File: src/rtl/pe_cycle_nctx_pkg.sv
// rtl/pe_cycle_nctx_pkg.sv - shared types and constants for the multi-context cycle PE
// Purpose: context state encoding, reset polarity constant and a clog2 helper.
// Ports: none (package).
package pe_cycle_nctx_pkg;

  typedef enum logic [1:0] {
    ST_IDLE = 2'b00,
    ST_RECV = 2'b01,
    ST_MAC  = 2'b10,
    ST_SEND = 2'b11
  } ctx_state_e;

  // Reset is asserted when rst_ equals this value.
  localparam logic RST_ACTIVE = 1'b1;

  function automatic int clog2(input int value);
    int r;
    r = 0;
    for (int i = 0; i < 31; i++) begin
      if ((1 << i) < value) r = i + 1;
    end
    return r;
  endfunction

endpackage

File: src/rtl/pe_ctx_fsm.sv
// rtl/pe_ctx_fsm.sv - one job context: receive, compute delay, send
// Purpose: per-context state, 8-bit cycle counter, 4-bit flit counter and running sum.
// Ports:
//   clk_i, rst_i   clock, synchronous active-high reset
//   acc_i, data_i  flit accepted by this context this cycle, and its data
//   irdy_i         credit of this context's VC
//   grt_i          this context sends a flit this cycle
//   state_o        current state
//   sum_o, kcnt_o  running sum and current flit index (output index while sending)
//   last_o         current output flit is the final one of the packet
//   req_o, stall_o sending and VC ready / sending and VC blocked
module pe_ctx_fsm
  import pe_cycle_nctx_pkg::*;
#(
  parameter int DATAW   = 31,
  parameter int NIN     = 4,
  parameter int NOUT    = 2,
  parameter int MAC_CYC = 8
) (
  input  logic             clk_i,
  input  logic             rst_i,
  input  logic             acc_i,
  input  logic [DATAW:0]   data_i,
  input  logic             irdy_i,
  input  logic             grt_i,
  output ctx_state_e       state_o,
  output logic [DATAW:0]   sum_o,
  output logic [3:0]       kcnt_o,
  output logic             last_o,
  output logic             req_o,
  output logic             stall_o
);

  localparam logic [3:0] NIN_LAST  = 4'(NIN - 1);
  localparam logic [3:0] NOUT_LAST = 4'(NOUT - 1);
  localparam logic [7:0] MAC_LAST  = 8'(MAC_CYC - 1);

  ctx_state_e     state_q;
  logic [7:0]     cyc_q;
  logic [3:0]     flit_q;   // input count in RECV, output index in SEND
  logic [DATAW:0] sum_q;

  always_ff @(posedge clk_i) begin
    if (rst_i == RST_ACTIVE) begin
      state_q <= ST_IDLE;
      cyc_q   <= '0;
      flit_q  <= '0;
      sum_q   <= '0;
    end else begin
      case (state_q)
        ST_IDLE: if (acc_i) begin
          state_q <= ST_RECV;
          sum_q   <= data_i;        // sum restarts with the first flit
          flit_q  <= 4'd1;
        end
        ST_RECV: if (acc_i) begin
          sum_q <= sum_q + data_i;
          if (flit_q == NIN_LAST) begin
            state_q <= ST_MAC;
            flit_q  <= '0;
            cyc_q   <= '0;
          end else begin
            flit_q <= flit_q + 4'd1;
          end
        end
        ST_MAC: begin
          if (cyc_q == MAC_LAST) begin
            state_q <= ST_SEND;
            cyc_q   <= '0;
          end else begin
            cyc_q <= cyc_q + 8'd1;
          end
        end
        ST_SEND: if (grt_i) begin
          if (flit_q == NOUT_LAST) begin
            state_q <= ST_IDLE;
            flit_q  <= '0;
          end else begin
            flit_q <= flit_q + 4'd1;
          end
        end
        default: state_q <= ST_IDLE;
      endcase
    end
  end

  assign state_o = state_q;
  assign sum_o   = sum_q;
  assign kcnt_o  = flit_q;
  assign last_o  = (flit_q == NOUT_LAST);
  assign req_o   = (state_q == ST_SEND) && irdy_i;
  assign stall_o = (state_q == ST_SEND) && !irdy_i;

endmodule

File: src/rtl/pe_cycle_nctx.sv
// rtl/pe_cycle_nctx.sv - cycle-only PE with NCTX job contexts behind a router local port
// Purpose: input dispatch to contexts, round-robin packet-atomic output arbitration,
//          registered output flit, drop and busy indication.
// Ports:
//   clk, rst_      clock, synchronous active-high reset
//   idata, ivalid  input flit from router
//   irdy           per-VC ready from router
//   odata, ovalid, ovch  registered output flit, valid and VC
//   idrop          flit discarded this cycle (no free context)
//   busy           per-context not-IDLE
module pe_cycle_nctx
  import pe_cycle_nctx_pkg::*;
#(
  parameter int NCTX    = 4,
  parameter int DATAW   = 31,
  parameter int NVC     = 2,
  parameter int VCHW    = 0,
  parameter int NIN     = 4,
  parameter int NOUT    = 2,
  parameter int MAC_CYC = 8
) (
  input  logic              clk,
  input  logic              rst_,
  input  logic [DATAW:0]    idata,
  input  logic              ivalid,
  input  logic [NVC-1:0]    irdy,
  output logic [DATAW:0]    odata,
  output logic              ovalid,
  output logic [VCHW:0]     ovch,
  output logic              idrop,
  output logic [NCTX-1:0]   busy
);

  localparam int CW = clog2(NCTX);
  localparam int VW = VCHW + 1;
  localparam int FW = DATAW + 1;

  ctx_state_e     st   [NCTX];
  logic [DATAW:0] sum  [NCTX];
  logic [3:0]     kcnt [NCTX];
  logic [NCTX-1:0] acc, grt, req, stall, last;

  for (genvar c = 0; c < NCTX; c++) begin : g_ctx
    pe_ctx_fsm #(
      .DATAW(DATAW), .NIN(NIN), .NOUT(NOUT), .MAC_CYC(MAC_CYC)
    ) u_ctx (
      .clk_i   (clk),
      .rst_i   (rst_),
      .acc_i   (acc[c]),
      .data_i  (idata),
      .irdy_i  (irdy[c % NVC]),
      .grt_i   (grt[c]),
      .state_o (st[c]),
      .sum_o   (sum[c]),
      .kcnt_o  (kcnt[c]),
      .last_o  (last[c]),
      .req_o   (req[c]),
      .stall_o (stall[c])
    );
    assign busy[c] = (st[c] != ST_IDLE);
  end

  // Dispatch: a context in RECV keeps the input; otherwise the lowest IDLE one takes it.
  logic recv_found, idle_found;
  always_comb begin
    acc        = '0;
    recv_found = 1'b0;
    idle_found = 1'b0;
    for (int c = 0; c < NCTX; c++) begin
      if (st[c] == ST_RECV) begin
        recv_found = 1'b1;
        acc[c]     = ivalid;
      end
    end
    if (!recv_found) begin
      for (int c = 0; c < NCTX; c++) begin
        if (!idle_found && st[c] == ST_IDLE) begin
          idle_found = 1'b1;
          acc[c]     = ivalid;
        end
      end
    end
    idrop = ivalid && !recv_found && !idle_found && (rst_ != RST_ACTIVE);
  end

  // Output arbitration: the owner keeps the port for the whole packet; a free port
  // is granted round-robin and the grant cycle already sends flit 0.
  logic          own_v_q;
  logic [CW-1:0] own_q, last_q, win;
  logic          send, new_grant;
  int            idx;

  always_comb begin
    grt       = '0;
    win       = '0;
    send      = 1'b0;
    new_grant = 1'b0;
    idx       = 0;
    if (own_v_q) begin
      if (!stall[own_q]) begin
        send = 1'b1;
        win  = own_q;
      end
    end else begin
      for (int i = 1; i <= NCTX; i++) begin
        idx = (int'(last_q) + i) % NCTX;
        if (!new_grant && req[idx]) begin
          new_grant = 1'b1;
          win       = CW'(idx);
        end
      end
      send = new_grant;
    end
    if (send) grt[win] = 1'b1;
  end

  logic [DATAW:0] odata_q;
  logic           ovalid_q;
  logic [VCHW:0]  ovch_q;

  always_ff @(posedge clk) begin
    if (rst_ == RST_ACTIVE) begin
      own_v_q  <= 1'b0;
      own_q    <= '0;
      last_q   <= CW'(NCTX - 1);
      odata_q  <= '0;
      ovalid_q <= 1'b0;
      ovch_q   <= '0;
    end else begin
      ovalid_q <= send;
      if (send) begin
        odata_q <= sum[win] + FW'(kcnt[win]);
        ovch_q  <= VW'(int'(win) % NVC);
        own_v_q <= !last[win];
        own_q   <= win;
      end
      if (new_grant) last_q <= win;
    end
  end

  assign odata  = odata_q;
  assign ovalid = ovalid_q;
  assign ovch   = ovch_q;

endmodule

File: config.mk
export PLATFORM = sky130hd
export DESIGN_NAME = pe_cycle_nctx
export DESIGN_NICKNAME = d
export VERILOG_FILES = /design/src/rtl/pe_cycle_nctx_pkg.sv /design/src/rtl/pe_ctx_fsm.sv /design/src/rtl/pe_cycle_nctx.sv
export SDC_FILE = /design/constraint.sdc
export NUM_CORES = 1
export LEC_CHECK = 0
export ABC_CLOCK_PERIOD_IN_PS = 7300
export CORE_MARGIN = 10
export CORE_UTILIZATION = 32
export DETAILED_ROUTE_END_ITERATION = 6
export GPL_ROUTABILITY_DRIVEN = 1
export SYNTH_ARGS = -nofsm -noshare
export SYNTH_HDL_FRONTEND = slang
export SYNTH_SLANG_ARGS = --single-unit
File: constraint.sdc
create_clock -name clk -period 7.3 [get_ports clk]
set_input_delay 1.46 -clock clk [delete_from_list [all_inputs] [get_ports clk]]
set_output_delay 1.46 -clock clk [all_outputs]
set_load 0.05 [all_outputs]
==> impl_results.md, run 1 <==
- Slew margin rel.: 21.8%
- Die X: 258 microns
- Final hold violations: 0
- CTS Hold Bufs: 0
- Synth async-reset ratio: 0%
- Mean post-synth cell area: approximately 7.6 sq um
- Clock network fraction of design power: 19.0%
- Antenna violations before repair: 2
- Cts repair resizes: 0
- Worst-Margin Slew: 1.17 ns
- Clock-pin transition on the worst setup and hold timing paths: 0.06 ns
- Cells after Synth: 2404
- Post-CTS setup buffer count: 0
- CTS tree: built
- Clk_skew: 0.0143 ns
- Yosys reg bits: approximately 220
- Post-synth EDFFs: 0
- DR WL/cell: 19.4 microns
- Internal power: 3.85 mW
- CTS Sinks: about 220
- Starting Density: 32.3%
- Die Y: 258 microns
- Placed insts: about 3.1k
- Post-synth top flop: dfxtp_1
- Final setup viols: 0
- FF/Latch Area: 4440 sq um
- Core Util, Final: 36.4%
- Fin crit period: 6.25 ns
- Global-route wire length before repair: 96300 microns
- Vias in the first global route: 17.3k
- Crit end category: flop
- Outcome: finished clean
- Commonest non-fill, non-tap cell in the layout: a21oi_1
- Row count: 87
- Sequential power share: ~26%
- Io pins: 76
- DR iter-0 viols: 1815
- Worst-skew pair later-pin latency: 0.57 ns
- Mapped cell area: between 15000 and 20000 sq um
- Port bufs: 75
- Distinct cells, synth: 81
- Router iterations before antenna repair: 6
- GR Overflow Total: 0
- Die area: 66600 sq um
- Leakage power total: 7.98 nW
- Area of the multi-input gates: 13000 sq um
- Gpl congestion: 0.908
- DRT antenna net count: 0
- Setup_tns: 0 ns
- CP Data Arrival Time: 6.72 ns
- Core Area: about 56000 sq um
- Largest net degree at the start of global routing: 72
- CTS max path bufs: 3
- Drt drc: 0
- Gate power share: 55.1%
- MaxCap Viol Count: 0
- Required @ worst endpoint: 7.78 ns
- Layout area overhead: 13.0%
- P_sw: roughly 3.4 mW
- Final worst path period share: 85.6%
- Unrepaired setup endpoints after global routing: false
- HP Class: flop to flop
- Final Max Slew Viols: 0
- Sequential share of the synthesized area: 24.5%
- Root Buffer: clkbuf_16
- Final nets: approximately 2.6k
- Non-filler cells in the finished layout: 3197
- Sw frac: 47.3%
- DRT Wirelength: 62100 microns
- Worst-path fanout max: 19
- Detailed placer's ending HPWL: about 45000 microns
- All-layer global routing usage: 17.8%
- Ys Warns: 0
- Most frequent cells in the layout: 261 x a21oi_1, 260 x nor2_1, 238 x nand2_1, 222 x dfxtp_1, 165 x o21ai_0
- VDD IR max: 0.233 mV
- Htree depth: 1
- Net Count, Synth: 2606
- Crit start category: input port
- Power per Cell Area: roughly 360 nW/um^2
- Avg Vias per Cell: approximately 5.7
- Max Clk Rate: 0.160 GHz
- Layout cells sized above 1: 4.67%
- Filler Cells Inserted: around 5.8k
- Kind of critical path: input port to flop
- Total CTS buffers: 28
- Vias: 18.3k
- Hold slack final: around 0.45 ns
[worst max-delay path, cell delays in order]
cell and delay, ns:
clkdlybuf4s50_1 0.72, nand2_1 0.20, a221oi_1 0.29, nor4b_1 0.12, nor2_1 0.34, nand2_1 0.50
and3_1 0.32, a31oi_1 0.17, ha_1 0.23, fa_1 0.23, a21o_1 0.13, a21o_1 0.19
nor3b_1 0.71, nand4_1 0.39, or3_1 0.45, a311oi_1 0.25
[worst paths after layout]
| path | startpoint | to | slack (ns) | cells after the start |
|---|---|---|---|---|
| worst max register to register | g_ctx[3].u_ctx.state_o[0] | odata[24] | 1.83 | 16 |
| worst max-delay path | irdy[0] | odata[24] | 1.05 | 16 |
| worst min register to register | odata[4] | odata[4] | 0.45 | 2 |
| worst min-delay path | odata[4] | odata[4] | 0.45 | 2 |
[state kept, by name, summed over array words and instances, names as in the netlist]
signal / flops
own_v_q: 1
g_ctx.u_ctx.state_o: 8
g_ctx.u_ctx.kcnt_o: 16
ovalid: 1
own_q: 2
last_q: 2
g_ctx.u_ctx.sum_o: 128
odata: 32
g_ctx.u_ctx.cyc_q: 32
[Yosys cell counts (13+ instances only)]
library cell / instances / area (sq um)
nor4_1: 13 / 81.3
a211oi_1: 113 / 848
nor2_1: 262 / 983
a21oi_1: 261 / 1310
o21a_1: 18 / 135
clkbuf_1: 76 / 285
dfxtp_1: 222 / 4440
nand4_1: 30 / 188
o21ai_0: 165 / 826
nor2b_1: 23 / 144
xnor2_1: 70 / 613
buf_1: 23 / 86.3
and2_1: 13 / 81.3
nand2b_1: 17 / 106
nand3_1: 66 / 330
and3_1: 34 / 213
nand2_1: 238 / 893
o211ai_1: 17 / 128
ha_1: 160 / 2000
o21bai_1: 18 / 135
mux2i_1: 95 / 951
a31oi_1: 33 / 206
nor3_1: 47 / 235
xor2_1: 64 / 561
inv_1: 86 / 323
a21o_1: 45 / 338
[kinds of logic (layout without fill, tap and decap cells)]
kind of cell,Yosys count,count (layout),share of synthesized area (%)
buffers and inverters,200,236,4.32
adder cells (fa/ha/maj),165,165,11.6
AND/OR/NAND/NOR,798,798,20.3
multiplexers,110,110,6.27
AO/OA/AOI/OAI,775,775,26.5
XOR/XNOR,134,134,6.47
other,0,1,0
flip-flops,222,222,24.5
[metrics by stage]
stage                     worst slack, ns  power (mW)  instance area [sq um]
after floorplan                      1.25        4.74                  18200
after global placement              0.632        5.77                  19600
after detailed placement            0.495        5.86                  19600
after CTS                            1.05        7.27                  20500
after global routing                0.642        7.81                  20500
final                                1.05        7.30                  20500
[per-layer routing]
layer	global-route usage [%]	vias up	wire, microns
li1	-	8822	-
met1	23.6	8696	27800
met2	29.1	624	27600
met3	2.52	107	4650
met4	6.04	4	2010
met5	0	-	22
[cell type report]
cell class	instances	share of cell area, %
timing repair buffer	99	4.53
multi-input combinational	1982	63.2
sequential	222	21.7
inverter	88	1.61
antenna	1	0.0122
clock buffer	43	4.09
clock inverter	6	0.281
tap	756	4.61
[power by group through the flow]
stage / combinational [mW] / clock (mW) / sequential (mW)
2_1_floorplan: 2.88 / 0 / 1.85
3_3_place_gp: 3.87 / 0 / 1.89
3_5_place_dp: 3.96 / 0 / 1.90
4_1_cts: 3.98 / 1.42 / 1.87
5_1_grt: 4.43 / 1.46 / 1.92
6_report: 4.02 / 1.39 / 1.89
No activity file was read; power rests on OpenSTA's default activity.
==> inputs of run 2 (changes only) <==
SLEW_MARGIN = 10   (was default)
==> impl_results.md, run 2 (synthesis results as in run 1) <==
- Outcome: finished clean
- CTS tree: built
- Row count: 87 (unchanged)
- GR Overflow Total: 0 (unchanged)
- Core Util, Final: 36.4% (about the same)
- Worst-Margin Slew: 1.17 ns (-0.00601 ns)
- Avg Vias per Cell: 5.72 (+0.26%)
- Slack of the critical path: 1.04 ns (-0.0176 ns)
- Setup crit start: irdy[0]
- HP Class: flop to flop
- Die X: 258 microns (unchanged)
- Total CTS buffers: 28 (unchanged)
- Vias: 18.3k (+0.26%)
- Clock network fraction of design power: 19.0% (about the same)
- Crit start category: input port
- Pre-CTS setup slack: 0.495 ns (unchanged)
- Gate power share: 55.1% (about the same)
- Core Area: 56300 sq um (unchanged)
- Hold slack final: 0.452 ns (-0.0000450 ns)
- FF-to-FF path depth: 16 (unchanged)
- CTS Hold Bufs: 0 (unchanged)
- Reg2Reg Launch Point: g_ctx[3].u_ctx.state_o[0]
- Fin crit period: 6.26 ns (+0.0176 ns)
- DR iter-0 viols: 1741 (-4.1%)
- VDD IR max: 0.233 mV (about the same)
- Sw frac: 47.3% (about the same)
- Design area: 20500 sq um (about the same)
- Unrepaired setup endpoints after global routing: false
- Layout cells sized above 1: 4.67% (unchanged)
- Router iterations before antenna repair: 6 (unchanged)
- Placed insts: 3147 (unchanged)
- Starting Density: 32.3% (unchanged)
- MaxCap Viol Count: 0 (unchanged)
- Internal power: 3.85 mW (about the same)
- Port bufs: 75 (unchanged)
- Vias in the first global route: 17.3k (unchanged)
- Final Total Pwr: 7.30 mW (about the same)
- Setup_tns: 0 ns (unchanged)
- Kind of critical path: input port to flop
- Post-CTS setup buffer count: 0 (unchanged)
- Sequential power share: 25.9% (about the same)
- Placed cell area: 19600 sq um (unchanged)
- Gpl congestion: 0.908 (unchanged)
- Non-filler cells in the finished layout: 3197 (unchanged)
- Htree depth: 1 (unchanged)
- Filler Cells Inserted: 5836 (-0.017%)
- FF-to-FF End: odata[24]
- Antenna violations before repair: 2 (unchanged)
- Max reg flops: 128 (unchanged)
- Largest net degree at the start of global routing: 72 (unchanged)
- Slew margin rel.: 22.2% (+0.40 points)
- Root Buffer: clkbuf_16
- Clock-pin transition on the worst setup and hold timing paths: 0.06 ns (about the same)
- Required @ worst endpoint: 7.78 ns (about the same)
- R2R setup slack: 1.79 ns (-0.04 ns)
- Die area: 66600 sq um (unchanged)
- Final setup viols: 0 (unchanged)
- Cts repair resizes: 0 (unchanged)
- Leakage power total: 7.98 nW (unchanged)
- Most frequent cells in the layout: 261 x a21oi_1, 260 x nor2_1, 238 x nand2_1, 222 x dfxtp_1, 165 x o21ai_0
- DR WL/cell: 19.4 microns (about the same)
- Final hold violations: 0 (unchanged)
- Global-route wire length before repair: 96300 microns (unchanged)
- CTS max path bufs: 3 (unchanged)
- Worst setup path endpoint: odata[24]
- Crit end category: flop
- P_sw: 3.45 mW (about the same)
- CTS Sinks: 222 (unchanged)
- Detailed placer's ending HPWL: 45100 microns (unchanged)
- Drt drc: 0 (unchanged)
- Io pins: 76 (unchanged)
- DRT antenna net count: 0 (unchanged)
- All-layer global routing usage: 17.8% (unchanged)
- Max Clk Rate: 0.160 GHz (-0.28%)
- Power per Cell Area: 356 nW/um^2 (about the same)
- Final Max Slew Viols: 0 (unchanged)
- Clk_skew: 0.0121 ns (-0.00216 ns)
- Area of the multi-input gates: 13000 sq um (about the same)
- Final worst path period share: 85.8% (+0.24 points)
- Commonest non-fill, non-tap cell in the layout: a21oi_1
- DRT Wirelength: 62100 microns (about the same)
- CP Data Arrival Time: 6.74 ns (+0.02 ns)
- Die Y: 258 microns (unchanged)
- Worst-skew pair later-pin latency: 0.57 ns (about the same)
- Final nets: 2623 (unchanged)
- Layout area overhead: 13.0% (about the same)
- Worst-path fanout max: 19 (unchanged)
- FF/Latch Area: 4440 sq um (unchanged)
## run 2: critical path, cell delays in order
cell and delay (ns):
clkdlybuf4s50_1 0.70, nand2_1 0.19, a221oi_1 0.29, nor4b_1 0.13
nor2_1 0.35, nand2_1 0.52, and3_1 0.33, a31oi_1 0.17
ha_1 0.23, fa_1 0.23, a21o_1 0.13, a21o_1 0.19
nor3b_1 0.71, nand4_1 0.40, or3_1 0.45, a311oi_1 0.25
## run 2: per-layer routing
layer  routed length, microns  track usage [%]  vias to the layer above
li1                         -                -                     8833
met2                    27700             29.1                      666
met4                     1970             6.04                        4
met1                    27600             23.6                     8697
met5                       22                0                        -
met3                     4870             2.52                      100
## run 2: final cells by class
| class | count | share of cell area, % |
|---|---|---|
| clock buffer | 43 | 4.09 |
| tap | 756 | 4.61 |
| sequential | 222 | 21.7 |
| inverter | 88 | 1.61 |
| antenna | 1 | 0.0122 |
| timing repair buffer | 99 | 4.53 |
| multi-input combinational | 1982 | 63.2 |
| clock inverter | 6 | 0.281 |
## run 2: worst min-delay path by stage
stage,startpoint,endpoint,slack [ns],cells after the start
floorplan,g_ctx[1].u_ctx.sum_o[7],g_ctx[1].u_ctx.sum_o[7],0.45,2
global placement,odata[3],odata[3],0.45,2
detailed placement,odata[0],odata[0],0.45,2
CTS,odata[4],odata[4],0.46,2
global route,odata[1],odata[1],0.48,2
finish,odata[4],odata[4],0.45,2
## run 2: power by group through the flow
stage,clock network (mW),registers [mW],logic (mW)
2_1_floorplan,0,1.85,2.88
3_3_place_gp,0,1.89,3.87
3_5_place_dp,0,1.90,3.96
6_report,1.39,1.89,4.02
5_1_grt,1.46,1.92,4.43
4_1_cts,1.42,1.87,3.98
==> inputs of run 3 (changes only) <==
CORE_MARGIN = 5   (was 10)
==> impl_results.md, run 3 (synthesis results as in run 1) <==
- Outcome: finished clean
- Antenna cells: 0 (-1)
- Crit-path slowest cell: clkdlybuf4s50_1
- Core Util, Final: 36.6% (+0.13 points)
- Starting Density: 32.3% (unchanged)
- Vias in the first global route: 17.3k (+0.012%)
- Leakage power total: 8.02 nW (+0.52%)
- Stages on worst setup path: 16 (unchanged)
- Fin crit period: 6.22 ns (-0.0426 ns)
- Internal power: 3.88 mW (+0.74%)
- Hold slack final: 0.452 ns (-0.000329 ns)
- Worst-path fanout max: 16 (-3)
- DRT antenna net count: 0 (unchanged)
- Vias: 18.2k (-0.60%)
- Gate power share: 54.7% (-0.4 points)
- Setup crit start: irdy[0]
- Detailed placer's ending HPWL: 45100 microns (about the same)
- Max Clk Rate: 0.161 GHz (+0.69%)
- Kind of critical path: input port to flop
- Final nets: 2626 (+0.11%)
- Largest stage delay on the critical path: 0.72 ns (about the same)
- Slew margin rel.: 27.5% (+5.2 points)
- GR Overflow Total: 0 (unchanged)
- Sw frac: 47.0% (-0.31 points)
- Filler Cells Inserted: 5824 (-0.21%)
- FF-to-FF path depth: 16 (unchanged)
- Crit end category: flop
- Largest net degree at the start of global routing: 79 (+9.7%)
- Worst setup path endpoint: odata[24]
- Layout area overhead: 13.4%
- DRT Wirelength: 61300 microns (-1.3%)
- CTS Sinks: 222 (unchanged)
- R2R setup slack: 1.85 ns (+0.06 ns)
- FF-to-FF End: odata[24]
- Die X: 248 microns (-3.9%)
- Pre-CTS setup slack: 0.555 ns (+0.0600 ns)
- Sequential power share: 25.9% (about the same)
- P_sw: 3.43 mW (-0.49%)
- Clk_skew: 0.0268 ns (+0.0147 ns)
- Worst-Margin Slew: 1.09 ns (-0.0770 ns)
- CTS tree: built
- Commonest non-fill, non-tap cell in the layout: a21oi_1
- Crit start category: input port
- Required @ worst endpoint: 7.76 ns (-0.02 ns)
- CP delay by family, top: simple AND/OR/NAND/NOR gates
- Router iterations before antenna repair: 6 (unchanged)
- Global-route wire length before repair: 95200 microns (-1.1%)
- Most frequent cells in the layout: 261 x a21oi_1, 260 x nor2_1, 238 x nand2_1, 222 x dfxtp_1, 165 x o21ai_0
- Final Total Pwr: 7.31 mW (+0.16%)
- Final Max Slew Viols: 0 (unchanged)
- CTS Hold Bufs: 0 (unchanged)
- Total CTS buffers: 28 (unchanged)
- Worst-skew pair later-pin latency: 0.57 ns (about the same)
- Unrepaired setup endpoints after global routing: false
- CTS max path bufs: 3 (unchanged)
- CP Cell Sequence: clkdlybuf4s50_1, nand2_1, a221oi_1, nor4b_1, nor2_1, nand2_1, and3_1, a31oi_1, ha_1, fa_1, a21o_1, a21o_1, nor3b_1, nand4_1, or3_1, a311oi_1
- Layout cells sized above 1: 5.03% (+0.36 points)
- Worst path bufs/invs: 1 (unchanged)
- Die area: 61600 sq um (-7.6%)
- Io pins: 76 (unchanged)
- Gpl congestion: 0.941 (+3.6%)
- MaxCap Viol Count: 0 (unchanged)
- Power per Cell Area: 355 nW/um^2 (-0.19%)
- CP Data Arrival Time: 6.68 ns (-0.06 ns)
- Reg2Reg Launch Point: g_ctx[3].u_ctx.state_o[0]
- Final hold violations: 0 (unchanged)
- Drt drc: 0 (unchanged)
- Port bufs: 75 (unchanged)
- HP Class: flop to flop
- Die Y: 248 microns (-3.9%)
- Slack of the critical path: 1.08 ns (+0.0426 ns)
- DR WL/cell: 19.2 microns (-1.4%)
- Final setup viols: 0 (unchanged)
- All-layer global routing usage: 19.2% (+1.4 points)
- Avg Vias per Cell: 5.68 (-0.69%)
- Row count: 87 (unchanged)
- Clock network fraction of design power: 19.4% (+0.4 points)
- Root Buffer: clkbuf_16
- Max reg flops: 128 (unchanged)
- Cts repair resizes: 0 (unchanged)
- VDD IR max: 0.216 mV (-7.5%)
- Htree depth: 1 (unchanged)
- DR iter-0 viols: 1454 (-16%)
- Setup_tns: 0 ns (unchanged)
- Final worst path period share: 85.2% (-0.58 points)
- Core Area: 56300 sq um (unchanged)
- Post-CTS setup buffer count: 0 (unchanged)
- Clock-pin transition on the worst setup and hold timing paths: 0.06 ns (about the same)
- Antenna violations before repair: 0 (-2)
run 3: metal layers:
| metal | global-route usage (%) | wire (microns) |
|---|---|---|
| met5 | 0 | 0 |
| met4 | 7.17 | 2260 |
| met3 | 2.14 | 4210 |
| met2 | 31.7 | 27600 |
| met1 | 25.9 | 27300 |
run 3: cell type report:
class / count / area, sq um / share of cell area (%)
sequential: 222 / 4440 / 21.6
tap: 756 / 946 / 4.60
timing repair buffer: 102 / 963 / 4.68
multi-input combinational: 1982 / 13000 / 63.0
inverter: 88 / 330 / 1.60
clock inverter: 9 / 75.1 / 0.365
clock buffer: 41 / 861 / 4.18
run 3: metrics by stage:
| stage | instances | instance area, sq um |
|---|---|---|
| floorplan | 2404 | 18200 |
| global placement | 3150 | 19600 |
| detailed placement | 3150 | 19600 |
| CTS | 3200 | 20600 |
| global route | 3200 | 20600 |
| finish | 3200 | 20600 |
run 3: worst min path at each step:
stage                                        from                      end  depth (start not counted)
after global placement                   odata[3]                 odata[3]                          2
after floorplan           g_ctx[1].u_ctx.sum_o[7]  g_ctx[1].u_ctx.sum_o[7]                          2
after CTS                                odata[0]                 odata[0]                          2
after detailed placement                 odata[0]                 odata[0]                          2
final                                    odata[0]                 odata[0]                          2
after global routing                     odata[1]                 odata[1]                          2
run 3: tightest hold or removal path, delay by kind of cell, from the launching register on:
family,cells,cell delay (ns)
flops,1,0.31
simple gates,1,0.05
compound gates,1,0.05
run 3: power groups by stage:
stage	sequential, mW	combinational [mW]	clock (mW)
6_report	1.89	4.00	1.42
5_1_grt	1.93	4.41	1.49
4_1_cts	1.88	3.96	1.45
3_5_place_dp	1.91	3.94	0
3_3_place_gp	1.90	3.86	0
2_1_floorplan	1.85	2.88	0
